### src/rtl/uart_rx_core.sv
`default_nettype none
// ============================================================================
// Module   : uart_rx_core
// Purpose  : UART receiver. Deserializes the rx line using the runtime bit
//            period and frame format, and presents each byte with parity and
//            framing flags on a one-entry valid/ready output buffer.
// Revision : 1.0 - initial release
// ============================================================================
module uart_rx_core #(
    parameter int DATA_BITS = 8,
    parameter int MIN_DIV   = 4
) (
    input  logic                 clk_i,
    input  logic                 arst_i,
    input  logic                 clk_en_i,
    input  logic [31:0]          clk_div_i,
    input  logic                 parity_en_i,
    input  logic                 parity_type_i,
    input  logic                 stop_bits_i,
    input  logic                 rx_i,
    output logic [DATA_BITS-1:0] data_o,
    output logic                 parity_err_o,
    output logic                 frame_err_o,
    output logic                 valid_o,
    input  logic                 ready_i,
    output logic                 overrun_o,
    output logic                 busy_o
);

    localparam int c_IDX_W = (DATA_BITS > 1) ? $clog2(DATA_BITS) : 1;
    localparam logic [c_IDX_W-1:0] c_LAST_IDX = c_IDX_W'(DATA_BITS - 1);

    localparam logic [2:0] c_ST_IDLE      = 3'd0;
    localparam logic [2:0] c_ST_START     = 3'd1;
    localparam logic [2:0] c_ST_DATA      = 3'd2;
    localparam logic [2:0] c_ST_PARITY    = 3'd3;
    localparam logic [2:0] c_ST_STOP1     = 3'd4;
    localparam logic [2:0] c_ST_STOP2     = 3'd5;
    localparam logic [2:0] c_ST_DONE      = 3'd6;
    localparam logic [2:0] c_ST_WAIT_IDLE = 3'd7;

    // Synchronizer and edge-detect history
    logic                 r_sync1;
    logic                 r_sync2;
    logic                 r_rxs_d;
    logic                 w_rxs;

    // Frame engine state
    logic [2:0]           r_state;
    logic [31:0]          r_timer;
    logic [c_IDX_W-1:0]   r_bit_idx;
    logic [DATA_BITS-1:0] r_shift;
    logic                 r_par;
    logic                 r_par_err;
    logic                 r_frm_err;

    // Frame configuration held from start detection to end of frame
    logic [31:0]          r_div;
    logic                 r_par_en;
    logic                 r_par_type;
    logic                 r_stop2;

    // Output buffer
    logic [DATA_BITS-1:0] r_data;
    logic                 r_data_par_err;
    logic                 r_data_frm_err;
    logic                 r_valid;
    logic                 r_overrun;

    logic [31:0]          w_div_clamped;
    logic                 w_tick;
    logic                 w_fall;

    assign w_rxs         = r_sync2;
    assign w_div_clamped = (clk_div_i < 32'(MIN_DIV)) ? 32'(MIN_DIV) : clk_div_i;
    assign w_tick        = (r_timer == 32'd0);
    assign w_fall        = r_rxs_d & ~w_rxs;

    // Two-flop synchronizer on the serial input plus one flop of history for start detection
    always_ff @(posedge clk_i or posedge arst_i) begin
        if (arst_i) begin
            r_sync1 <= 1'b1;
            r_sync2 <= 1'b1;
            r_rxs_d <= 1'b1;
        end else begin
            r_sync1 <= rx_i;
            r_sync2 <= r_sync1;
            r_rxs_d <= r_sync2;
        end
    end

    // Frame FSM: bit timing, data shift, parity accumulation and stop-bit checks
    always_ff @(posedge clk_i or posedge arst_i) begin
        if (arst_i) begin
            r_state    <= c_ST_IDLE;
            r_timer    <= 32'd0;
            r_bit_idx  <= '0;
            r_shift    <= '0;
            r_par      <= 1'b0;
            r_par_err  <= 1'b0;
            r_frm_err  <= 1'b0;
            r_div      <= 32'd0;
            r_par_en   <= 1'b0;
            r_par_type <= 1'b0;
            r_stop2    <= 1'b0;
        end else if (!clk_en_i) begin
            r_state   <= c_ST_IDLE;
            r_timer   <= 32'd0;
            r_bit_idx <= '0;
            r_par     <= 1'b0;
        end else begin
            case (r_state)
                c_ST_IDLE: begin
                    if (w_fall) begin
                        r_state    <= c_ST_START;
                        r_timer    <= w_div_clamped >> 1;
                        r_div      <= w_div_clamped;
                        r_par_en   <= parity_en_i;
                        r_par_type <= parity_type_i;
                        r_stop2    <= stop_bits_i;
                        r_bit_idx  <= '0;
                        r_par      <= 1'b0;
                        r_par_err  <= 1'b0;
                        r_frm_err  <= 1'b0;
                    end
                end
                c_ST_START: begin
                    if (w_tick) begin
                        if (w_rxs) begin
                            // Line went back high: treat as a glitch, no frame
                            r_state <= c_ST_IDLE;
                        end else begin
                            r_state <= c_ST_DATA;
                            r_timer <= r_div - 32'd1;
                        end
                    end else begin
                        r_timer <= r_timer - 32'd1;
                    end
                end
                c_ST_DATA: begin
                    if (w_tick) begin
                        // LSB arrives first, so shift in from the top
                        r_shift <= {w_rxs, r_shift[DATA_BITS-1:1]};
                        r_par   <= r_par ^ w_rxs;
                        r_timer <= r_div - 32'd1;
                        if (r_bit_idx == c_LAST_IDX) begin
                            r_bit_idx <= '0;
                            r_state   <= r_par_en ? c_ST_PARITY : c_ST_STOP1;
                        end else begin
                            r_bit_idx <= r_bit_idx + c_IDX_W'(1);
                        end
                    end else begin
                        r_timer <= r_timer - 32'd1;
                    end
                end
                c_ST_PARITY: begin
                    if (w_tick) begin
                        r_par_err <= r_par ^ w_rxs ^ r_par_type;
                        r_timer   <= r_div - 32'd1;
                        r_state   <= c_ST_STOP1;
                    end else begin
                        r_timer <= r_timer - 32'd1;
                    end
                end
                c_ST_STOP1: begin
                    if (w_tick) begin
                        if (!w_rxs) begin
                            r_frm_err <= 1'b1;
                        end
                        if (r_stop2) begin
                            r_timer <= r_div - 32'd1;
                            r_state <= c_ST_STOP2;
                        end else begin
                            r_state <= c_ST_DONE;
                        end
                    end else begin
                        r_timer <= r_timer - 32'd1;
                    end
                end
                c_ST_STOP2: begin
                    if (w_tick) begin
                        if (!w_rxs) begin
                            r_frm_err <= 1'b1;
                        end
                        r_state <= c_ST_DONE;
                    end else begin
                        r_timer <= r_timer - 32'd1;
                    end
                end
                c_ST_DONE: begin
                    // After a framing error the line may be in break; wait for it to go high
                    r_state <= r_frm_err ? c_ST_WAIT_IDLE : c_ST_IDLE;
                end
                c_ST_WAIT_IDLE: begin
                    if (w_rxs) begin
                        r_state <= c_ST_IDLE;
                    end
                end
                default: begin
                    r_state <= c_ST_IDLE;
                end
            endcase
        end
    end

    // One-entry output buffer: load on frame completion, drop with overrun pulse when full
    always_ff @(posedge clk_i or posedge arst_i) begin
        if (arst_i) begin
            r_data         <= '0;
            r_data_par_err <= 1'b0;
            r_data_frm_err <= 1'b0;
            r_valid        <= 1'b0;
            r_overrun      <= 1'b0;
        end else begin
            r_overrun <= 1'b0;
            if (r_valid && ready_i) begin
                r_valid <= 1'b0;
            end
            if (clk_en_i && (r_state == c_ST_DONE)) begin
                // A transfer completing this cycle frees the slot for the new byte
                if (!r_valid || ready_i) begin
                    r_data         <= r_shift;
                    r_data_par_err <= r_par_err;
                    r_data_frm_err <= r_frm_err;
                    r_valid        <= 1'b1;
                end else begin
                    r_overrun <= 1'b1;
                end
            end
        end
    end

    assign data_o       = r_data;
    assign parity_err_o = r_data_par_err;
    assign frame_err_o  = r_data_frm_err;
    assign valid_o      = r_valid;
    assign overrun_o    = r_overrun;
    assign busy_o       = (r_state != c_ST_IDLE);

endmodule
`default_nettype wire

### config.mk
export PLATFORM = sky130hd
export DESIGN_NAME = uart_rx_core
export DESIGN_NICKNAME = d
export VERILOG_FILES = /design/src/rtl/uart_rx_core.sv
export SDC_FILE = /design/constraint.sdc
export NUM_CORES = 1
export LEC_CHECK = 0
export BUFFER_PORTS_ARGS = -buffer_cell sky130_fd_sc_hd__buf_2
export CORE_UTILIZATION = 33
export DETAILED_ROUTE_END_ITERATION = 8
export GPL_TIMING_DRIVEN = 0
export HOLD_SLACK_MARGIN = 0.03
export MAX_ROUTING_LAYER = met4
export PLACE_DENSITY_LB_ADDON = 0.08
export REMOVE_ABC_BUFFERS = 1
export SETUP_SLACK_MARGIN = 0.1
export SLEW_MARGIN = 20
export SYNTH_ARGS = -nofsm -noshare
export SYNTH_HDL_FRONTEND = slang
export SYNTH_SLANG_ARGS = --single-unit
export TNS_END_PERCENT = 100
### constraint.sdc
create_clock -name clk_i -period 9.7 [get_ports clk_i]
set_input_delay 1.455 -clock clk_i [delete_from_list [all_inputs] [get_ports clk_i]]
set_output_delay 1.455 -clock clk_i [all_outputs]
set_load 0.02 [all_outputs]
# --- Yosys cells after proc, flatten, opt, wreduce, memory -nomap -nowiden ---
# Cells that the tools add are included.
word_totals:
  ff_bits: 99
  latchBits: 0
  ram_bits: 0
  romBits: 0
  input_bits: 40
  output_inout_bits: 13
  wordCells: 114
  mem_count: 0
op_classes:
  n_addsub: 3
  mul: 0
  div: 0
  n_lt_le_gt_ge: 1
  eq_ne: 25
  shift: 0
  muxes: 43
  bitwise: 4
  n_reduce_logical: 19
ops:
  columns: ["cell", "count"]
  rows:
  - ["$mux 32", 9]
  - ["$pmux 32 s5", 1]
  - ["$sub 32x1->32 const B", 2]
  - ["$mux 3", 15]
  - ["$logic_not 32->1", 1]
  - ["$lt 32x3->1 const B", 1]
  - ["$ne 3x3->1 const B", 9]
  - ["$pmux 3 s8", 1]
  - ["$eq 3x3->1 const B", 5]
  - ["$mux 1", 11]
  - ["$reduce_and 5->1", 2]
  - ["$reduce_and 3->1", 3]
  - ["$ne 4x4->1 const B", 2]
  - ["$reduce_and 8->1", 1]
  - ["$eq 3x2->1 const B", 2]
  - ["$ne 2x2->1 const B", 3]
  - ["$ne 6x2->1 const B", 1]
  - ["$pmux 1 s2", 3]
  - ["$pmux 3 s2", 1]
  - ["$mux 2", 2]
  - ["$reduce_and 4->1", 1]
  - ["$reduce_bool 2->1", 2]
  - ["$reduce_or 2->1", 2]
  - ["$add 3x1->3 const B", 1]
  - ["other kinds (12)", 14]

# --- Depth between registers and ports, before layout ---
# Gate-level depths: netlist of the first run.
logic_depth:
  word_depth: 5
  ltp_mapped: 9
  ltp_nobuf: 8

# --- Least setup slack after synthesis of the first run ---
# No wires, ideal clock.
synth_timing:
  kind: "register to register"
  start: "reg r_timer[0]"
  end: "reg r_timer[15]"
  setup_ns: 0.126
  arrival_time_ns: 2.616
  t_required_ns: 9.574
  path_slack_ns: 6.958
  path_stages_with_launch: 9
  path_buffers: 0
  period_less_slack_ns: 2.742
  cell_sequence: "dfrtp_1 -> inv_1 -> ha_1 -> or3b_2 -> or4_4 -> nor4_4 -> nor3_1 -> a211o_1 -> a221o_1"
synth_via:
  elab_chain_len: 4
  word_cells_on_any_way: 12
  classes_between: "add/sub (1); eq/ne (3); mux (6); reduce/logical (2)"
synth_lines:
  columns: ["element", "line_no", "text"]
  rows:
  - ["from (decl)", "50", "logic [31:0] r_timer;"]
  - ["from (signal assigned)", "116", "r_timer <= w_div_clamped >> 1;"]
  - ["from (signal assigned)", "134", "r_timer <= r_div - 32'd1;"]
  - ["from (signal assigned)", "137", "r_timer <= r_timer - 32'd1;"]
  - ["$sub 32x1->32 or $logic_not 32->1 (tied branches)", null, null]
  - ["$mux 32 (on tied branches)", null, null]
  - ["$pmux 32 s5", "112", "case (r_state)"]
  - ["$mux 32", "106", "end else if (!clk_en_i) begin"]
# Several ways; a longest one is shown, not always the timed one. The select of a mux whose other input is x is not followed.
# A chain may end at the register's enable or synchronous reset.

# --- Worst setup path in the final report of the first run ---
layout_timing:
  start: "reg r_timer[0]"
  end: "reg r_timer[9]"
# The elaborated chain is that of the path after synthesis.

==> results_dict.tcl, run 1 <==
set metrics [dict create \
    synthCells 682 \
    clock_power_share 0.200 \
    multi_input_area_sq_um 3338 \
    switchingPower_uw 985.6 \
    synth.largest_area_cell "dfrtp_1" \
    status "completed" \
    row_count 48 \
    drc 0 \
    ant_nets 0 \
    fin_crit_sh 0.3740 \
    grt_pass1_vias 5350 \
    start_util 0.3403 \
    n_antenna_cell 0 \
    p_int_uw 1164 \
    ir_drop_uv 115.7 \
    fin_tns_setup_ps 0 \
    start_kind "register" \
    switching_share 0.4586 \
    worstSetupPathType "reg2reg" \
    cts_resized 0 \
    hp-class "reg2reg" \
    rsz0062_at_grt "false" \
    fin_cells 952 \
    die_y_um 136.2 \
    syn_to_final_growth_pct 15.97 \
    finalHoldViolCount 0 \
    insertion_delay_ps 350 \
    n_fill_cell 1779 \
    cts_buffers 9 \
    syn_avg_cell_area_sq_um 8.720 \
    maxCapViolCount 0 \
    num_vias 5639 \
    p_total_uw 2149 \
    area.sequential_sq_um 2481 \
    synth_edf_count 0 \
    dp.cells 935 \
    grt_max_degree 72 \
    routedWlPerCell_um 20.73 \
    ys_seq_area_frac 0.4172 \
    cts_setup_buffers 0 \
    leakage_uw 0.003000 \
    critPathMaxFanout 8 \
    clock_sinks 99 \
    grt_pass1_wl_um 31020 \
    clk_path_buf_depth 2 \
    grt.overflow.total 0 \
    ys_warn_count 0 \
    synth_async_sr_flop_share 1.000 \
    drv_slew 0 \
    placed_cell_area_sq_um 6535 \
    dpl.hpwl_um 14020 \
    wirelength_um 19740 \
    stdcell_area_sq_um 6897 \
    nNetsFinal 766 \
    gp_congestion 0.8828 \
    p_seq_frac 0.329 \
    io_pins 53 \
    synth_top_area_share 0.4040 \
    final.min_clock_period_ps 3628 \
    htree_levels 3 \
    hold_buffers 0 \
    relSlewSlack 0.3597 \
    max_freq_mhz 275.6 \
    min_path_cells 0 \
    drive_above_1_share 0.1623 \
    synthFlopType "dfrtp_1" \
    grtUsageTotal 0.2306 \
    end_kind "register" \
    ys_types 63 \
    drt_iter0_markers 443 \
    chipWidth_um 136.2 \
    cp.required_ps 9960 \
    final_core_util 0.3946 \
    clkSlewWorstSetupHoldPaths_ps 70 \
    r2r_cells 8 \
    root_buffer "clkbuf_16" \
    cts_tree "built" \
    finalSetupViolations 0 \
    first_pass_iters 5 \
    tightestPinTransition_ps 951.6 \
    synth.top_cells.by_area "dfrtp_1, nand2_1, mux2_2, xnor2_1, nor2_1" \
    cellPowerDensity_nw_per_um2 311.7 \
    arrival_ps 3890 \
    avgViaCountPerCell 5.923 \
    io_buffers 52 \
    combPwrFrac 0.471 \
    design.core.area_sq_um 17480 \
    ys_ff_latch 99 \
    skew_ps 6.921 \
    synth.cell_area_sq_um 5947 \
    antenna_found_initial 0 \
    die_area_sq_um 18560 \
]
## logic make-up (layout without fill, tap and decap cells)
group	after synthesis	after routing	share of synthesized area
adders and majority gates	4	4	0.008416
xor gates and xnor gates	41	41	0.06038
DFF	99	99	0.4172
buffers and inverters	42	87	0.02735
and+or+nand+nor	336	336	0.2811
AOI/OAI and AO/OA	136	136	0.1607
muxes	24	24	0.04481
## critical path, stage by stage (launching register included)
cell and delay (ps):
dfrtp_1 420, inv_1 90, ha_1 200, or3b_2 540, nor2_1 490, nand4_1 570, nor2_1 760, a21boi_0 200
o31ai_1 250
## registers in the layout (all words and copies together), names as in the netlist, 3 cells and up
register and flops:
r_div 32, r_bit_idx 3, data_o 8, r_timer 32
r_state 3, r_shift 8
## power groups by stage
| stage | clock (uW) | combinational [uW] | sequential, uW |
|---|---|---|---|
| floorplan | 0 | 699 | 660 |
| global placement | 0 | 947 | 704 |
| detailed placement | 0 | 993 | 706 |
| CTS | 442 | 999 | 702 |
| global route | 458 | 1120 | 729 |
| finish | 430 | 1010 | 707 |
## worst paths after layout
path,slack [ps],start,to
max reg2reg,6070,r_timer[0]$_DFFE_PP0P_,r_timer[9]$_DFFE_PP0P_
max,6070,r_timer[0]$_DFFE_PP0P_,r_timer[9]$_DFFE_PP0P_
min in group asynchronous,1060,arst_i,r_div[29]$_DFFE_PP0P_
max in group asynchronous,7940,arst_i,r_rxs_d$_DFF_PP1_
min reg2reg,360,r_sync1$_DFF_PP1_,r_sync2$_DFF_PP1_
min,360,r_sync1$_DFF_PP1_,r_sync2$_DFF_PP1_
## layer usage
| layer | vias to the layer above | global-route usage | routed length [um] | part of all wire |
|---|---|---|---|---|
| met2 | 212 | 0.3240 | 8589 | 0.44 |
| li1 | 2594 | - | - | - |
| met3 | 31 | 0.05034 | 1467 | 0.074 |
| met1 | 2802 | 0.3270 | 9340 | 0.47 |
| met4 | 0 | 0.06975 | 337 | 0.017 |
| met5 | - | - | 0 | 0 |
## Yosys cell counts, types with 5 or more instances
master    instances
clkbuf_1         26
o211ai_1         14
a211oi_1          7
o21ai_0          34
xnor2_1          24
nand2_1         137
xor2_1           17
a22o_1            5
nor3b_1           5
mux2_2           21
o31ai_1           8
a21oi_1          16
dfrtp_1          96
nand3_1          29
nor3_1           24
a211o_1           5
or3_1             9
nand4_1          14
nor4_1           28
nand2b_1          5
a31oi_1           6
inv_1            12
nor2_1           48
a221o_1           5
or4_1            10
## area by class of cell
cell class | instances | area share
inverters | 12 | 0.007257
clock inverters | 6 | 0.01615
clock buffers | 10 | 0.03465
flip-flops and latches | 99 | 0.3598
well taps | 225 | 0.04082
multi-input cells | 541 | 0.4840
repair buffers | 59 | 0.05733
## cell usage in the layout (no fill, tap or decap), types with 11 or more instances in the layout
master / netlist / final
nand2_1: 137 / 137
dfrtp_1: 96 / 96
buf_2: 4 / 52
nor2_1: 48 / 47
o21ai_0: 34 / 33
nand3_1: 29 / 28
nor4_1: 28 / 28
nor3_1: 24 / 24
xnor2_1: 24 / 24
mux2_2: 21 / 21
xor2_1: 17 / 17
a21oi_1: 16 / 15
nand4_1: 14 / 14
o211ai_1: 14 / 14
inv_1: 12 / 11
## stage by stage
step	hold WS (ps)	setup WS [ps]
floorplan	345.2	5660
global placement	346.1	4168
detailed placement	350.0	6144
CTS	361.3	6130
global route	362.1	5900
finish	359.1	6072
Power figures use the tool's default switching activity.
==> run 2: changes to the inputs <==
- clock period: 9.7 -> 3 ns (I/O delays scaled with it)
==> run 2 against run 1 <==
Cell count rose by 1.8%. Non-clock buffer count up 17. Clock-buffer cell count did not move. Clock power grew to 3.2 times the previous value. Sequential cell count stayed put. Power rose to 3.3 times the previous value. Clock skew up 2.6 ps. Wire length rose by 1.1%. Cell area rose by 4.2%. Sequential power increased to 3.3 times the previous value. Critical path depth is the same. Largest power group unchanged.
==> results_dict.tcl, run 2 (synthesis results as in run 1) <==
set metrics [dict create \
    cp_num_cells 8 \
    skew_ps 9.526 \
    combPwrFrac 0.483 \
    grt_max_degree 72 \
    avgViaCountPerCell 5.872 \
    max_freq_mhz 362.9 \
    status "completed" \
    cellPowerDensity_nw_per_um2 997.9 \
    drive_above_1_share 0.2083 \
    die_area_sq_um 18560 \
    most-common-layout-cells "nand2_1, dfrtp_1, buf_2" \
    finalSetupViolations 0 \
    io_pins 53 \
    tightestPinTransition_ps 888.5 \
    hold_buffers 0 \
    crit_start "r_timer[17]$_DFFE_PP0P_" \
    antenna_found_initial 0 \
    wirelength_um 19950 \
    cpLargestDelayFamily "simple AND/OR/NAND/NOR gates" \
    grt.overflow.total 0 \
    grtUsageTotal 0.2333 \
    design.core.area_sq_um 17480 \
    layout_commonest_cell "nand2_1" \
    fin_tns_setup_ps 0 \
    io_buffers 52 \
    dpl.hpwl_um 14020 \
    ir_drop_uv 380.3 \
    critPathSlowestCell "or4_4" \
    syn_to_final_growth_pct 20.79 \
    reg2reg_slack_ps 240 \
    clkSlewWorstSetupHoldPaths_ps 70 \
    routedWlPerCell_um 20.59 \
    insertion_delay_ps 360 \
    n_antenna_cell 0 \
    row_count 48 \
    switchingPower_uw 3278 \
    cp_num_buf_inv 2 \
    p_seq_frac 0.323 \
    nNetsFinal 783 \
    maxCapViolCount 0 \
    leakage_uw 0.003117 \
    reg.largest.list "r_div: 32 flops, r_timer: 32 flops" \
    clk_path_buf_depth 2 \
    drc 0 \
    gp_congestion 0.8828 \
    first_pass_iters 5 \
    drv_slew 0 \
    start_kind "register" \
    hp-class "in2async" \
    finalHoldViolCount 0 \
    cts_buffers 9 \
    r2r_cells 8 \
    layout_setup_ws_ps 244.7 \
    cts_tree "built" \
    htree_levels 3 \
    arrival_ps 3000 \
    chipWidth_um 136.2 \
    n_fill_cell 1756 \
    root_buffer "clkbuf_16" \
    drt_iter0_markers 542 \
    rsz0062_at_grt "true" \
    grt_pass1_wl_um 31500 \
    critPathMaxFanout 6 \
    critPathCapture "r_state[0]$_DFFE_PP0P_" \
    fin_crit_sh 0.9184 \
    num_vias 5690 \
    clock_power_share 0.194 \
    grt_pass1_vias 5452 \
    die_y_um 136.2 \
    p_total_uw 7168 \
    worstSetupPathType "reg2reg" \
    max_stage_delay_ps 610 \
    reg2reg_from "r_timer[17]$_DFFE_PP0P_" \
    crit_chain "or4_4 -> or2_2 -> nor4_4 -> buf_4 -> buf_12 -> nor2_1 -> o21ai_2 -> mux2_2" \
    post-place-ws_ps -555.9 \
    end_kind "register" \
    reg2reg_to "r_state[0]$_DFFE_PP0P_" \
    switching_share 0.4573 \
    final.min_clock_period_ps 2755 \
    relSlewSlack 0.4064 \
    ant_nets 0 \
    p_int_uw 3890 \
    cp.required_ps 3250 \
    clock_sinks 99 \
    start_util 0.3403 \
]
==> run 2: worst register-to-register path, stage by stage, from the launching register on <==
cell and delay (ps):
dfrtp_1 440, or4_4 610, or2_2 370, nor4_4 290, buf_4 210, buf_12 120
nor2_1 40, o21ai_2 220, mux2_2 360
==> run 2: area by class of cell <==
cell class | count | area (sq um) | area share
Multi-Input combinational cell | 541 | 3450 | 0.4802
Sequential cell | 99 | 2482 | 0.3456
Clock buffer | 10 | 239.0 | 0.03327
Tap cell | 225 | 281.5 | 0.03919
Timing Repair Buffer | 76 | 569.3 | 0.07925
Inverter | 12 | 50.05 | 0.006967
Clock inverter | 6 | 111.4 | 0.01550
==> run 2: power groups by stage <==
| stage | combinational, uW | sequential, uW | clock (uW) |
|---|---|---|---|
| global route | 3830 | 2390 | 1480 |
| CTS | 3370 | 2280 | 1430 |
| finish | 3460 | 2320 | 1390 |
| global placement | 3060 | 2280 | 0 |
| detailed placement | 3210 | 2280 | 0 |
| floorplan | 2260 | 2130 | 0 |
==> run 2: worst min-delay path by stage <==
stage / endpoint / start / cells after the start
finish: r_div[29]$_DFFE_PP0P_ / arst_i / 2
global route: r_div[29]$_DFFE_PP0P_ / arst_i / 2
CTS: r_div[29]$_DFFE_PP0P_ / arst_i / 2
detailed placement: r_sync2$_DFF_PP1_ / r_sync1$_DFF_PP1_ / 0
global placement: r_sync2$_DFF_PP1_ / r_sync1$_DFF_PP1_ / 0
floorplan: r_sync2$_DFF_PP1_ / r_sync1$_DFF_PP1_ / 0
==> run 2: what timing repair did <==
action                     in CTS  in global routing
setup endpoints to repair      49                 35
pin swaps                       7                  1
gates cloned                    0                  0
buffers inserted               18                  0
resized for setup              12                 13
==> run 2: routing by layer <==
layer,wire [um],track usage
met5,0,-
met4,397,0.07407
met3,1220,0.04884
met2,8729,0.3322
met1,9601,0.3272
==> run 2: per-stage QoR <==
stage	hold WS (ps)	util	instance area [sq um]	cells
floorplan	345.2	-	5829	652
global placement	346.1	0.3645	6371	929
detailed placement	350.0	0.3739	6535	935
CTS	52.77	0.4078	7127	969
global route	67.85	0.4110	7183	969
finish	56.15	0.4110	7183	969
==> run 3: changes to the inputs <==
- SETUP_SLACK_MARGIN: 0.1 -> 0.5
==> run 3 against run 2 <==
Wire length up 5.8%. Maximum frequency up 6.0%. Via count up 5.0%. Sequential share of layout area down 3.0 points. Register-to-register slack better by 160 ps. Non-clock buffer count up 45. Critical path depth down 2. Sequential power up 2%. First-iteration DRC count down 4.2%. Critical endpoint is now r_timer[15]$_DFFE_PP0P_. Largest power group unchanged.
==> results_dict.tcl, run 3 (synthesis results as in run 1) <==
set metrics [dict create \
    cts_buffers 9 \
    grt.overflow.total 0 \
    worstSetupPathType "reg2reg" \
    grt_pass1_vias 5681 \
    start_util 0.3403 \
    dpl.hpwl_um 14020 \
    row_count 48 \
    end_kind "register" \
    final.min_clock_period_ps 2599 \
    ant_nets 0 \
    n_antenna_cell 0 \
    cp_num_buf_inv 0 \
    hp-class "in2async" \
    multi_input_area_sq_um 3740 \
    routedWlPerCell_um 20.80 \
    cp.required_ps 3240 \
    stdcell_area_sq_um 7873 \
    grtUsageTotal 0.2408 \
    status "completed" \
    num_vias 5975 \
    tightestPinTransition_ps 904.6 \
    placed_cell_area_sq_um 6535 \
    cpMostUsedCell "or4_4" \
    hold_buffers 0 \
    layout_setup_ws_ps 400.5 \
    antenna_found_initial 0 \
    fin_crit_sh 0.8665 \
    clock_sinks 99 \
    arrival_ps 2840 \
    grt_pass1_wl_um 32490 \
    die_area_sq_um 18560 \
    nNetsFinal 829 \
    syn_to_final_growth_pct 32.38 \
    cellPowerDensity_nw_per_um2 1016 \
    cpLargestDelayFamily "simple AND/OR/NAND/NOR gates" \
    insertion_delay_ps 360 \
    drt_iter0_markers 519 \
    cts_tree "built" \
    finalSetupViolations 0 \
    drive_above_1_share 0.2987 \
    relSlewSlack 0.3957 \
    max_freq_mhz 384.7 \
    ir_drop_uv 413.1 \
    rsz0062_at_grt "true" \
    die_y_um 136.2 \
    maxCapViolCount 0 \
    clk_path_buf_depth 2 \
    critPathMaxFanout 4 \
    root_buffer "clkbuf_16" \
    grt_max_degree 72 \
    skew_ps 9.744 \
    crit_chain "or4_4 -> or4_4 -> nor4_4 -> nor3_1 -> a211o_1 -> a221o_1" \
    most-common-layout-cells "nand2_1, dfrtp_1, buf_4" \
    layout_commonest_cell "nand2_1" \
    n_fill_cell 1704 \
    first_pass_iters 5 \
    leakage_uw 0.003419 \
    clkSlewWorstSetupHoldPaths_ps 70 \
    critPathSlowestCell "or4_4" \
    area.sequential_sq_um 2485 \
    start_kind "register" \
    wirelength_um 21110 \
    avgViaCountPerCell 5.887 \
    htree_levels 3 \
    io_pins 53 \
    drv_slew 0 \
    max_stage_delay_ps 600 \
    design.core.area_sq_um 17480 \
    gp_congestion 0.8828 \
    finalHoldViolCount 0 \
    chipWidth_um 136.2 \
    drc 0 \
    io_buffers 52 \
    reg.largest.list "r_div: 32 flops, r_timer: 32 flops" \
    post-place-ws_ps -555.9 \
]
run 3: cell count changes in the layout (fill, tap and decap cells not counted), moves of 3 or more:
cell,before,now
o21ai_0,33,30
nand3_1,25,22
nor3_1,24,21
buf_6,1,4
buf_12,4,7
nor4_4,4,10
nor2_4,2,6
nor2_1,42,39
nor4_1,24,17
buf_4,14,53
run 3: path summary, 6_finish.rpt:
check                                       start                      end  slack (ps)  depth (start not counted)
setup reg to reg           r_timer[6]$_DFFE_PP0P_  r_timer[15]$_DFFE_PP0P_         400                          6
hold / removal                             arst_i    r_div[29]$_DFFE_PP0P_          50                          2
max in group asynchronous                  arst_i        r_rxs_d$_DFF_PP1_        2250                          3
hold reg to reg                 r_sync1$_DFF_PP1_        r_sync2$_DFF_PP1_         360                          0
setup / recovery           r_timer[6]$_DFFE_PP0P_  r_timer[15]$_DFFE_PP0P_         400                          6
min in group clk_i                           rx_i        r_sync1$_DFF_PP1_         190                          1
run 3: cell type report:
type	instances	share of cell area
clock buffer	10	0.03036
inverter	12	0.006357
tap	225	0.03576
timing repair buffer	121	0.1227
sequential	99	0.3156
multi-input combinational	542	0.4750
clock inverter	6	0.01414
run 3: worst register-to-register path, cell delays in order, from the launching register on:
cell,delay [ps]
dfrtp_1,430
or4_4,600
or4_4,570
nor4_4,270
nor3_1,90
a211o_1,230
a221o_1,310
run 3: timing repair:
item                                    CTS  global route
resized for setup                        46            44
setup buffers                            38            24
cloned                                    0             2
endpoints found under the setup margin   69            67
pin swaps                                20            16
run 3: power by group:
group | total [uW] | switching (uW) | internal (uW)
Clock | 1400 | 557 | 841
Sequential | 2360 | 642 | 1720
Combinational | 4230 | 2440 | 1790
Total | 8000 | 3640 | 4350
run 3: metal layers:
layer  vias to the layer above  GRT usage  routed length (um)
met1                      2985     0.3337                9865
li1                       2725          -                   -
met5                         -          -                   0
met4                         0    0.06914                 316
met3                        28    0.04959                1464
met2                       237     0.3517                9462
run 3: metrics by stage:
stage	utilization	power, uW	setup TNS, ps	hold WS, ps	cells
after floorplan	-	4392	-3404	345.2	652
after global routing	0.4505	8506	0	67.84	1015
final	0.4505	7995	0	54.54	1015
after global placement	0.3645	5340	-226310	346.1	929
after detailed placement	0.3739	5493	-14320	350.0	935
after CTS	0.4258	7417	0	52.75	989
